<file path="src/rtl/soc_ctrl_pkg.sv">
// Shared types and constants for the multi-core debug/control slave.
package soc_ctrl_pkg;

    typedef enum logic [2:0] {
        StIdle     = 3'd0,
        StHaltWait = 3'd1,
        StRfRead   = 3'd2,
        StRfWrite  = 3'd3,
        StResp     = 3'd4
    } deb_state_e;

    // CSR offsets expressed as word index (byte offset >> 2)
    localparam logic [1:0] CsrHalt      = 2'd0;
    localparam logic [1:0] CsrCoreSel   = 2'd1;
    localparam logic [1:0] CsrStatus    = 2'd2;
    localparam logic [1:0] CsrFaultMask = 2'd3;

    localparam logic [1:0] RespOkay   = 2'b00;
    localparam logic [1:0] RespSlverr = 2'b10;

    localparam int unsigned CoreSelW = 3;

endpackage

</file>
<file path="src/rtl/soc_ctrl_csr.sv">
// CSR bank: HALT, CORE_SEL, FAULT_MASK registers, decode and read mux.
// FAULT_MASK is only implemented when SOC_CTRL_FAULT_INJ_EN is defined.
module soc_ctrl_csr
    import soc_ctrl_pkg::*;
#(
    parameter int unsigned NUM_CORES      = 1,
    parameter int unsigned DATA_WIDTH     = 32,
    parameter int unsigned REG_ADDR_WIDTH = 5
) (
    input  logic                      clk,
    input  logic                      rst_n,
    input  logic [REG_ADDR_WIDTH-1:0] word_idx,
    input  logic                      wr_en,
    input  logic [DATA_WIDTH-1:0]     wr_data,
    input  logic                      fault_clr,
    input  logic [NUM_CORES-1:0]      cpu_stop,
    output logic                      hit,
    output logic [DATA_WIDTH-1:0]     rd_data,
    output logic [NUM_CORES-1:0]      halt,
    output logic [CoreSelW-1:0]       core_sel,
    output logic [DATA_WIDTH-1:0]     fault_mask
);

    logic [1:0]           off;
    logic [NUM_CORES-1:0] halt_q, halt_d;
    logic [CoreSelW-1:0]  core_sel_q, core_sel_d;

    assign off      = word_idx[1:0];
    assign hit      = (word_idx[REG_ADDR_WIDTH-1:2] == '0);
    assign halt     = halt_q;
    assign core_sel = core_sel_q;

    always_comb begin
        halt_d     = halt_q;
        core_sel_d = core_sel_q;
        if (wr_en && hit) begin
            if (off == CsrHalt)    halt_d     = wr_data[NUM_CORES-1:0];
            if (off == CsrCoreSel) core_sel_d = wr_data[CoreSelW-1:0];
        end
    end

    always_ff @(posedge clk or negedge rst_n) begin
        if (!rst_n) begin
            halt_q     <= '0;
            core_sel_q <= '0;
        end else begin
            halt_q     <= halt_d;
            core_sel_q <= core_sel_d;
        end
    end

`ifdef SOC_CTRL_FAULT_INJ_EN
    logic [DATA_WIDTH-1:0] fault_q, fault_d;

    // One-shot: the injecting regfile write clears the mask
    always_comb begin
        fault_d = fault_q;
        if (wr_en && hit && off == CsrFaultMask) fault_d = wr_data;
        if (fault_clr) fault_d = '0;
    end

    always_ff @(posedge clk or negedge rst_n) begin
        if (!rst_n) fault_q <= '0;
        else        fault_q <= fault_d;
    end

    assign fault_mask = fault_q;
`else
    logic unused_fault_clr;
    assign unused_fault_clr = fault_clr;
    assign fault_mask       = '0;
`endif

    logic unused_wr_data;
    assign unused_wr_data = ^wr_data;

    always_comb begin
        rd_data = '0;
        if (hit) begin
            unique case (off)
                CsrHalt:      rd_data[NUM_CORES-1:0] = halt_q;
                CsrCoreSel:   rd_data[CoreSelW-1:0]  = core_sel_q;
                CsrStatus:    rd_data[NUM_CORES-1:0] = cpu_stop;
                CsrFaultMask: rd_data                = fault_mask;
            endcase
        end
    end

endmodule

</file>
<file path="src/rtl/soc_debug_ctrl.sv">
// AXI4-Lite debug/control slave for rv32i cores: CSR bank plus halted regfile RMW access.
// Optional fault injection on regfile writes via SOC_CTRL_FAULT_INJ_EN.
module soc_debug_ctrl
    import soc_ctrl_pkg::*;
#(
    parameter int unsigned NUM_CORES      = 1,
    parameter int unsigned DATA_WIDTH     = 32,
    parameter int unsigned REG_ADDR_WIDTH = 5,
    parameter int unsigned AXI_ADDR_WIDTH = 8,
    parameter int unsigned STOP_SETTLE    = 2
) (
    input  logic                            clk,
    input  logic                            rst_n,
    output logic [NUM_CORES-1:0]            cm_cpu_stop,
    output logic [NUM_CORES-1:0]            cm_regfile_we,
    output logic [REG_ADDR_WIDTH-1:0]       cm_regfile_addr,
    output logic [DATA_WIDTH-1:0]           cm_write_regfile_dat,
    input  logic [NUM_CORES*DATA_WIDTH-1:0] cm_read_regfile_dat,
    input  logic                            S_AXI_AWVALID,
    output logic                            S_AXI_AWREADY,
    input  logic [AXI_ADDR_WIDTH-1:0]       S_AXI_AWADDR,
    input  logic [2:0]                      S_AXI_AWPROT,
    input  logic                            S_AXI_WVALID,
    output logic                            S_AXI_WREADY,
    input  logic [DATA_WIDTH-1:0]           S_AXI_WDATA,
    input  logic [DATA_WIDTH/8-1:0]         S_AXI_WSTRB,
    output logic                            S_AXI_BVALID,
    input  logic                            S_AXI_BREADY,
    output logic [1:0]                      S_AXI_BRESP,
    input  logic                            S_AXI_ARVALID,
    output logic                            S_AXI_ARREADY,
    input  logic [AXI_ADDR_WIDTH-1:0]       S_AXI_ARADDR,
    input  logic [2:0]                      S_AXI_ARPROT,
    output logic                            S_AXI_RVALID,
    input  logic                            S_AXI_RREADY,
    output logic [DATA_WIDTH-1:0]           S_AXI_RDATA,
    output logic [1:0]                      S_AXI_RRESP,
    output logic [2:0]                      deb_state
);

    localparam int unsigned StrbW = DATA_WIDTH / 8;
    localparam int unsigned CntW  = (STOP_SETTLE > 1) ? $clog2(STOP_SETTLE) : 1;
    localparam logic [CntW-1:0] SettleLoad = CntW'(STOP_SETTLE - 1);

    deb_state_e                state_q, state_d;
    logic                      is_write_q, is_write_d;
    logic                      prefer_wr_q, prefer_wr_d;
    logic [AXI_ADDR_WIDTH-1:0] addr_q, addr_d;
    logic [DATA_WIDTH-1:0]     wdata_q, wdata_d;
    logic [StrbW-1:0]          wstrb_q, wstrb_d;
    logic [DATA_WIDTH-1:0]     merged_q, merged_d;
    logic [DATA_WIDTH-1:0]     rdata_q, rdata_d;
    logic [1:0]                resp_q, resp_d;
    logic [NUM_CORES-1:0]      auto_halt_q, auto_halt_d;
    logic [CntW-1:0]           settle_q, settle_d;

    logic                      grant_rd, grant_wr, csr_wr_en, fault_clr, csr_hit;
    logic [AXI_ADDR_WIDTH-1:0] acc_addr;
    logic [NUM_CORES-1:0]      halt, sel_onehot;
    logic [CoreSelW-1:0]       core_sel;
    logic [DATA_WIDTH-1:0]     csr_rdata, fault_mask, rd_word;
    logic [REG_ADDR_WIDTH-1:0] rf_idx;

    // Round-robin between read and write; read wins out of reset
    assign grant_rd = S_AXI_ARVALID && !(S_AXI_AWVALID && S_AXI_WVALID && prefer_wr_q);
    assign grant_wr = S_AXI_AWVALID && S_AXI_WVALID && !grant_rd;
    assign acc_addr = grant_rd ? S_AXI_ARADDR : S_AXI_AWADDR;
    assign rf_idx   = addr_q[REG_ADDR_WIDTH+1:2];

    always_comb begin
        sel_onehot = '0;
        rd_word    = '0;
        for (int k = 0; k < NUM_CORES; k++) begin
            if (core_sel == CoreSelW'(k)) begin
                sel_onehot[k] = 1'b1;
                rd_word       = cm_read_regfile_dat[k*DATA_WIDTH +: DATA_WIDTH];
            end
        end
    end

    soc_ctrl_csr #(
        .NUM_CORES      (NUM_CORES),
        .DATA_WIDTH     (DATA_WIDTH),
        .REG_ADDR_WIDTH (REG_ADDR_WIDTH)
    ) u_csr (
        .clk        (clk),
        .rst_n      (rst_n),
        .word_idx   (acc_addr[REG_ADDR_WIDTH+1:2]),
        .wr_en      (csr_wr_en),
        .wr_data    (S_AXI_WDATA),
        .fault_clr  (fault_clr),
        .cpu_stop   (cm_cpu_stop),
        .hit        (csr_hit),
        .rd_data    (csr_rdata),
        .halt       (halt),
        .core_sel   (core_sel),
        .fault_mask (fault_mask)
    );

    always_comb begin
        state_d         = state_q;
        is_write_d      = is_write_q;
        prefer_wr_d     = prefer_wr_q;
        addr_d          = addr_q;
        wdata_d         = wdata_q;
        wstrb_d         = wstrb_q;
        merged_d        = merged_q;
        rdata_d         = rdata_q;
        resp_d          = resp_q;
        auto_halt_d     = auto_halt_q;
        settle_d        = settle_q;
        S_AXI_ARREADY   = 1'b0;
        S_AXI_AWREADY   = 1'b0;
        S_AXI_WREADY    = 1'b0;
        csr_wr_en       = 1'b0;
        fault_clr       = 1'b0;
        cm_regfile_we   = '0;
        cm_regfile_addr = '0;

        unique case (state_q)
            StIdle: begin
                if (grant_rd || grant_wr) begin
                    S_AXI_ARREADY = grant_rd;
                    S_AXI_AWREADY = grant_wr;
                    S_AXI_WREADY  = grant_wr;
                    is_write_d    = grant_wr;
                    prefer_wr_d   = grant_rd;
                    addr_d        = acc_addr;
                    wdata_d       = S_AXI_WDATA;
                    wstrb_d       = S_AXI_WSTRB;
                    if (!acc_addr[REG_ADDR_WIDTH+2]) begin
                        csr_wr_en = grant_wr;
                        resp_d    = csr_hit ? RespOkay : RespSlverr;
                        if (grant_rd) rdata_d = csr_rdata;
                        state_d   = StResp;
                    end else if (sel_onehot == '0) begin
                        resp_d  = RespSlverr;
                        if (grant_rd) rdata_d = '0;
                        state_d = StResp;
                    end else if ((cm_cpu_stop & sel_onehot) != '0) begin
                        state_d = StRfRead;
                    end else begin
                        auto_halt_d = sel_onehot;
                        settle_d    = SettleLoad;
                        state_d     = StHaltWait;
                    end
                end
            end
            StHaltWait: begin
                if (settle_q == '0) state_d  = StRfRead;
                else                settle_d = settle_q - 1'b1;
            end
            StRfRead: begin
                cm_regfile_addr = rf_idx;
                resp_d          = RespOkay;
                if (is_write_q) begin
                    for (int b = 0; b < StrbW; b++) begin
                        merged_d[b*8 +: 8] = wstrb_q[b] ? wdata_q[b*8 +: 8] : rd_word[b*8 +: 8];
                    end
                    state_d = StRfWrite;
                end else begin
                    rdata_d = rd_word;
                    state_d = StResp;
                end
            end
            StRfWrite: begin
                cm_regfile_addr = rf_idx;
                cm_regfile_we   = sel_onehot;
                fault_clr       = 1'b1;
                state_d         = StResp;
            end
            StResp: begin
                if (is_write_q ? S_AXI_BREADY : S_AXI_RREADY) begin
                    auto_halt_d = '0;
                    state_d     = StIdle;
                end
            end
            default: state_d = StIdle;
        endcase
    end

    always_ff @(posedge clk or negedge rst_n) begin
        if (!rst_n) begin
            state_q     <= StIdle;
            is_write_q  <= 1'b0;
            prefer_wr_q <= 1'b0;
            addr_q      <= '0;
            wdata_q     <= '0;
            wstrb_q     <= '0;
            merged_q    <= '0;
            rdata_q     <= '0;
            resp_q      <= RespOkay;
            auto_halt_q <= '0;
            settle_q    <= '0;
        end else begin
            state_q     <= state_d;
            is_write_q  <= is_write_d;
            prefer_wr_q <= prefer_wr_d;
            addr_q      <= addr_d;
            wdata_q     <= wdata_d;
            wstrb_q     <= wstrb_d;
            merged_q    <= merged_d;
            rdata_q     <= rdata_d;
            resp_q      <= resp_d;
            auto_halt_q <= auto_halt_d;
            settle_q    <= settle_d;
        end
    end

`ifdef SOC_CTRL_FAULT_INJ_EN
    assign cm_write_regfile_dat = merged_q ^ fault_mask;
`else
    logic unused_fault_mask;
    assign unused_fault_mask    = ^fault_mask;
    assign cm_write_regfile_dat = merged_q;
`endif

    assign cm_cpu_stop  = halt | auto_halt_q;
    assign S_AXI_RVALID = (state_q == StResp) && !is_write_q;
    assign S_AXI_BVALID = (state_q == StResp) && is_write_q;
    assign S_AXI_RDATA  = rdata_q;
    assign S_AXI_RRESP  = resp_q;
    assign S_AXI_BRESP  = resp_q;
    assign deb_state    = state_q;

    logic unused_top;
    assign unused_top = ^{S_AXI_AWPROT, S_AXI_ARPROT, addr_q[1:0], acc_addr[1:0]};

endmodule

</file>
<file path="config.mk">
export PLATFORM = sky130hd
export DESIGN_NAME = soc_debug_ctrl
export DESIGN_NICKNAME = d
export VERILOG_FILES = /design/src/rtl/soc_ctrl_pkg.sv /design/src/rtl/soc_ctrl_csr.sv /design/src/rtl/soc_debug_ctrl.sv
export SDC_FILE = /design/constraint.sdc
export NUM_CORES = 1
export LEC_CHECK = 0
export BUFFER_PORTS_ARGS = -buffer_cell sky130_fd_sc_hd__buf_2
export CAP_MARGIN = 25
export CORE_MARGIN = 2
export CORE_UTILIZATION = 50
export CTS_BUF_LIST = sky130_fd_sc_hd__clkbuf_4 sky130_fd_sc_hd__clkbuf_8 sky130_fd_sc_hd__clkbuf_16
export DETAILED_ROUTE_END_ITERATION = 8
export PLACE_DENSITY = 0.81
export SYNTH_ARGS = -nofsm -noshare
export SYNTH_HDL_FRONTEND = slang
export SYNTH_SLANG_ARGS = --single-unit
</file>
<file path="constraint.sdc">
create_clock -name clk -period 1.85 [get_ports clk]
set_input_delay 0.37 -clock clk [delete_from_list [all_inputs] [get_ports clk]]
set_output_delay 0.37 -clock clk [all_outputs]
set_load 0.02 [all_outputs]
</file>
-- Yosys cells after proc, flatten, opt, wreduce, memory -nomap -nowiden
Cells that the tools add are included.
- word-level logic and storage cells: 109
- output and inout bits: 83
- bits of input ports: 97
- register bits: 120
- mux-type cells: 48
- reduce and logical (&&, ||, !) cells: 28
- add/subtract/negate cells: 1
- bitwise operators: 2
- equal/unequal tests: 17
- operators by type and width (kind ; number):
    two-way mux 32 bit ; 7
    one-hot mux 32 bit (2 select lines) ; 1
    two-way mux 8 bit ; 5
    two-way mux 3 bit ; 7
    two-way mux 1 bit ; 16
    one-hot mux 3 bit (5 select lines) ; 1
    inequality test 2 bit, second input constant ; 7
    two-way mux 2 bit ; 6
    AND reduction 6 bit ; 2
    logical NOT 3 bit ; 3
    inequality test 3 bit, second input constant ; 3
    AND reduction 2 bit ; 4
    logical AND 1 bit ; 7
    equality test 3 x 2 -> 1 bit, second input constant ; 2
    AND reduction 3 bit ; 2
    nonzero test 2 bit ; 3
    two-way mux 5 bit ; 1
    AND reduction 5 bit ; 1
    equality test 2 bit, second input constant ; 2
    one-hot mux 1 bit (2 select lines) ; 2
    one-hot mux 1 bit (4 select lines) ; 1
    one-hot mux 2 bit (2 select lines) ; 1
    equality test 3 x 1 -> 1 bit, second input constant ; 1
    equality test 3 bit, second input constant ; 1
    other kinds (8) ; 10

-- Logic depth before layout (Yosys ltp)
- depth after elaboration: 12
- mapped depth: 8
- mapped depth without buffers: 5

-- Modules after synthesis
Synthesis repeated with hierarchy kept, for this count alone.
- cell total of the unflattened synthesis: 666
- area total of the unflattened synthesis: 6195.9 um^2
- by module, submodules not included (module ; times used ; area each (um^2) ; cells an instance ; sequential area each (um^2)):
    soc_debug_ctrl ; 1 ; 5489.0 ; 585 ; 2827.7
    soc_ctrl_csr ; 1 ; 706.9 ; 81 ; 100.1

-- Worst setup path before layout
OpenSTA, ideal clock, no wires.
- path type: register -> register
- start point: register state_q[0], in the netlist deb_state[0]
- end point: register u_csr.halt_q, in the netlist u_csr.halt
- clock period less this slack: 1803 ps
- buffers on the path: 1
- arrival: 1678 ps
- required time: 1725 ps
- path slack: 47 ps
- stages on the path, launching flop included: 6
- library setup time: 125 ps
- cells stage by stage: dfrtp_1 -> buf_2 -> nor3_4 -> nand4_1 -> nor4b_1 -> mux2_2
- cells in the longest elaborated chain, start to end: 4
- ends and longest elaborated chain (what ; line ; RTL):
    start: declaration ; soc_debug_ctrl.sv:45 ; deb_state_e state_q, state_d;
    start signal: assignment ; soc_debug_ctrl.sv:184 ; state_q <= StIdle;
    start signal: assignment ; soc_debug_ctrl.sv:196 ; state_q <= state_d;
    logical NOT 3 bit ; soc_debug_ctrl.sv:120 ; unique case (state_q)
    two-way mux 1 bit ; soc_debug_ctrl.sv:120 ;
    logical AND 1 bit ; soc_ctrl_csr.sv:36 ; if (wr_en && hit) begin
    AND reduction 2 bit (no line) ; - ;
    end signal: assignment ; soc_ctrl_csr.sv:47 ; halt_q <= halt_d;
    end: declaration ; soc_ctrl_csr.sv:25 ; logic [NUM_CORES-1:0] halt_q, halt_d;
Every way passes these cells.
A chain may end at the register's enable or synchronous reset.

-- Worst setup path in the final report
- start point: register state_q[2], in the netlist deb_state[2]
- end point: output cm_regfile_we
- cells in the longest elaborated chain, start to end: 2
- ends and longest elaborated chain (what ; line ; RTL):
    equality test 3 x 2 -> 1 bit ; soc_debug_ctrl.sv:120 ;
    two-way mux 1 bit ; soc_debug_ctrl.sv:120 ;
    end: declaration ; soc_debug_ctrl.sv:15 ; output logic [NUM_CORES-1:0] cm_regfile_we,
Every way passes these cells.

==> flow_summary.json <==
{
  "ys_top_cells_by_area": "dfrtp_1 56%, nand2_1 13%, a21oi_1 6.6%",
  "synth_seq_cells": 117,
  "drive_gt1_frac": 0.3384,
  "whs_ns": 0.04530,
  "die_x_um": 106.5,
  "final-setup-viol-count": 11,
  "drt-total-wl_mm": 15.11,
  "fin_setup_tns_ns": -1.407,
  "vias": 4987,
  "syn_to_final_growth_pct": 38.06,
  "status": "finished with violations",
  "setup_ws_ns": -0.1851,
  "hp-class": "in2reg",
  "powerDensity_mw_per_mm2": 1750,
  "fmax_mhz": 491.4,
  "min_period_ns": 2.035,
  "clock_latency_ns": 0.51,
  "drtPass1Iterations": 7,
  "routedWlPerCell_um": 16.28,
  "syn_area_per_cell_sq_um": 8.853,
  "dp_hpwl_mm": 9.536,
  "antenna_found_initial": 0,
  "vdd_drop_max_mv": 0.9915,
  "synth-edff-count": 0,
  "dieArea_sq_mm": 0.01134,
  "grt_util_all_layers": 0.2684,
  "antenna_cells": 0,
  "synth_ff_type": "dfrtp_1",
  "grt_pass1_wl_mm": 23.50,
  "yosysTopAreaCellShare": 0.5577,
  "rsz0062_at_grt": "true",
  "fin_crit_sh": 1.100,
  "async_flop_share": 1.000,
  "crit_family": "simple AND/OR/NAND/NOR gates",
  "path_class": "reg2out",
  "crit_slowest_cell": "dfrtp_1",
  "finalHoldViolations": 0,
  "worst_pin_slew_ns": 0.6318,
  "drv_cap": 0,
  "dp.cells": 875,
  "drc": 0,
  "coreArea_sq_mm": 0.01028,
  "numCtsBuffers": 17,
  "yosys.area.top_type": "dfrtp_1",
  "fin_cells": 928,
  "grt-ovfl-total": 0,
  "synth_warnings": 0,
  "cp.arrival_ns": 1.67,
  "clock-sinks": 117,
  "cts_buffer_depth": 2,
  "critPathMostFrequentCell": "buf_6",
  "synth_commonest_cells": "180 x nand2_1, 117 x dfrtp_1, 76 x nor2_1",
  "cp_max_fo": 7,
  "p_leak_nw": 3.684,
  "fill_cells": 793,
  "path_cells": "buf_6 -> and2b_1 -> buf_6 -> and3_4 -> buf_6",
  "synth_cell_types": 42,
  "cts_tree": "done",
  "crit_path_start_kind": "flop",
  "path_clk_slew_ns": 0.06,
  "root_buffer": "clkbuf_8",
  "dp_slack_ns": -0.03693,
  "yosysMostFrequentCell": "nand2_1",
  "violations": "setup timing",
  "end_kind": "output port",
  "worst_clock_skew_ns": 0.009022,
  "io_pins": 180,
  "fin_total_pwr_mw": 12.68,
  "start_util": 0.5108,
  "ant_nets": 0,
  "ys_seq_area_frac": 0.5577,
  "place.gp.congestion": 0.8915,
  "critPathBufInv": 3,
  "syn_inst": 593,
  "drt_iter0_drc": 350,
  "max_stage_delay_ns": 0.39,
  "worstPathRequired_ns": 1.48,
  "num_rows": 37,
  "syn_area_sq_mm": 0.005250,
  "cts_max_level": 4,
  "relSlewSlack": 0.5788,
  "num-nets-final": 876,
  "vias_per_cell": 5.374,
  "die_y_um": 106.5,
  "final_max_slew_viol_count": 0,
  "port_buffers": 167,
  "grt_max_degree": 118,
  "grt_pass1_vias": 4932
}
stage by stage:
stage,cell area [sq um],util
after detailed placement,6294,0.6124
after global placement,6294,0.6124
final,7248,0.7053
after global routing,7248,0.7053
after floorplan,5254,-
after CTS,7056,0.6865
flip-flops by register name (all words and copies together) (netlist names):
| signal | cells |
|---|---|
| deb_state | 3 |
| u_csr.core_sel | 3 |
| u_csr.halt | 1 |
| cm_write_regfile_dat | 32 |
| wdata_q | 32 |
| settle_q | 1 |
| S_AXI_RDATA | 32 |
| wstrb_q | 4 |
| prefer_wr_q | 1 |
| auto_halt_q | 1 |
| is_write_q | 1 |
| S_AXI_BRESP | 1 |
| addr_q | 5 |
placed cells by master (no fill, tap or decap), types with 2 or more instances in the layout:
cell type,n
nand2_1,178
buf_2,155
dfrtp_1,117
nor2_1,70
a21oi_1,69
o31ai_1,29
buf_4,26
clkbuf_16,18
buf_6,16
o21ai_0,9
inv_1,7
buf_12,6
nor2_4,5
mux2i_1,5
clkbuf_4,5
nor2_2,4
nand3_1,4
mux2_2,4
a31oi_1,4
clkinv_2,4
and2_1,3
and2_4,3
nand2_2,3
o21ai_1,3
nor2b_1,3
bufinv_16,3
nor3_4,2
a21o_1,2
nor4_1,2
nand3b_1,2
and4b_1,2
conb_1,2
clkbuf_8,2
cell families (layout without fill, tap and decap cells):
kind of cell	after synthesis	after routing	share of synthesized area
compound gates	125	125	0.1442
mux	11	11	0.02288
buf+inv	49	246	0.04433
simple gates	290	291	0.2302
other cells	1	2	0.0007143
flops	117	117	0.5577
power by group:
part	switching, mW	internal (mW)	leakage, nW	total (mW)
Clock	1.10	2.15	0.297	3.25
Sequential	0.804	3.65	1.41	4.45
Combinational	3.11	1.86	1.98	4.98
Total	5.02	7.67	3.68	12.7
worst min-delay path, cell delays in order:
cell and delay, ns:
buf_2 0.07, nand2_1 0.04, nand2_1 0.04
timing repair:
item                       4_1_cts  5_1_grt
hold endpoints to repair       117        0
hold buffers                     1        0
setup endpoints to repair       12       41
resized for setup               30       22
setup buffers                    7       10
pin swaps                        4       13
gates cloned                     1        3
final cells by class:
class	instances	area, sq um	share of cell area
Sequential cell	117	2928	0.4039
Multi-Input combinational cell	429	2186	0.3016
Timing Repair Buffer	207	1346	0.1857
Clock buffer	23	465.4	0.06422
Tap cell	136	170.2	0.02348
Clock inverter	9	126.4	0.01743
Inverter	7	26.28	0.003625
layer usage:
| layer | vias up | wire (um) | GRT usage |
|---|---|---|---|
| li1 | 2358 | - | - |
| met1 | 2387 | 6073 | 0.3337 |
| met2 | 211 | 7721 | 0.4519 |
| met3 | 31 | 1001 | 0.06990 |
| met4 | 0 | 308 | 0.1002 |
| met5 | - | 0 | 0 |
worst paths after layout:
path,cells after the start,end,from,slack (ns)
setup / recovery,5,cm_regfile_we,deb_state[2],-0.19
hold / removal,3,wdata_q[4],S_AXI_WDATA[4],0.05
setup reg to reg,5,S_AXI_BRESP[1],prefer_wr_q,0.05
hold reg to reg,2,addr_q[2],addr_q[2],0.47
max in group asynchronous,3,wstrb_q[3],rst_n,0.88
min in group asynchronous,3,S_AXI_RDATA[17],rst_n,0.48
Power figures use the tool's default switching activity.
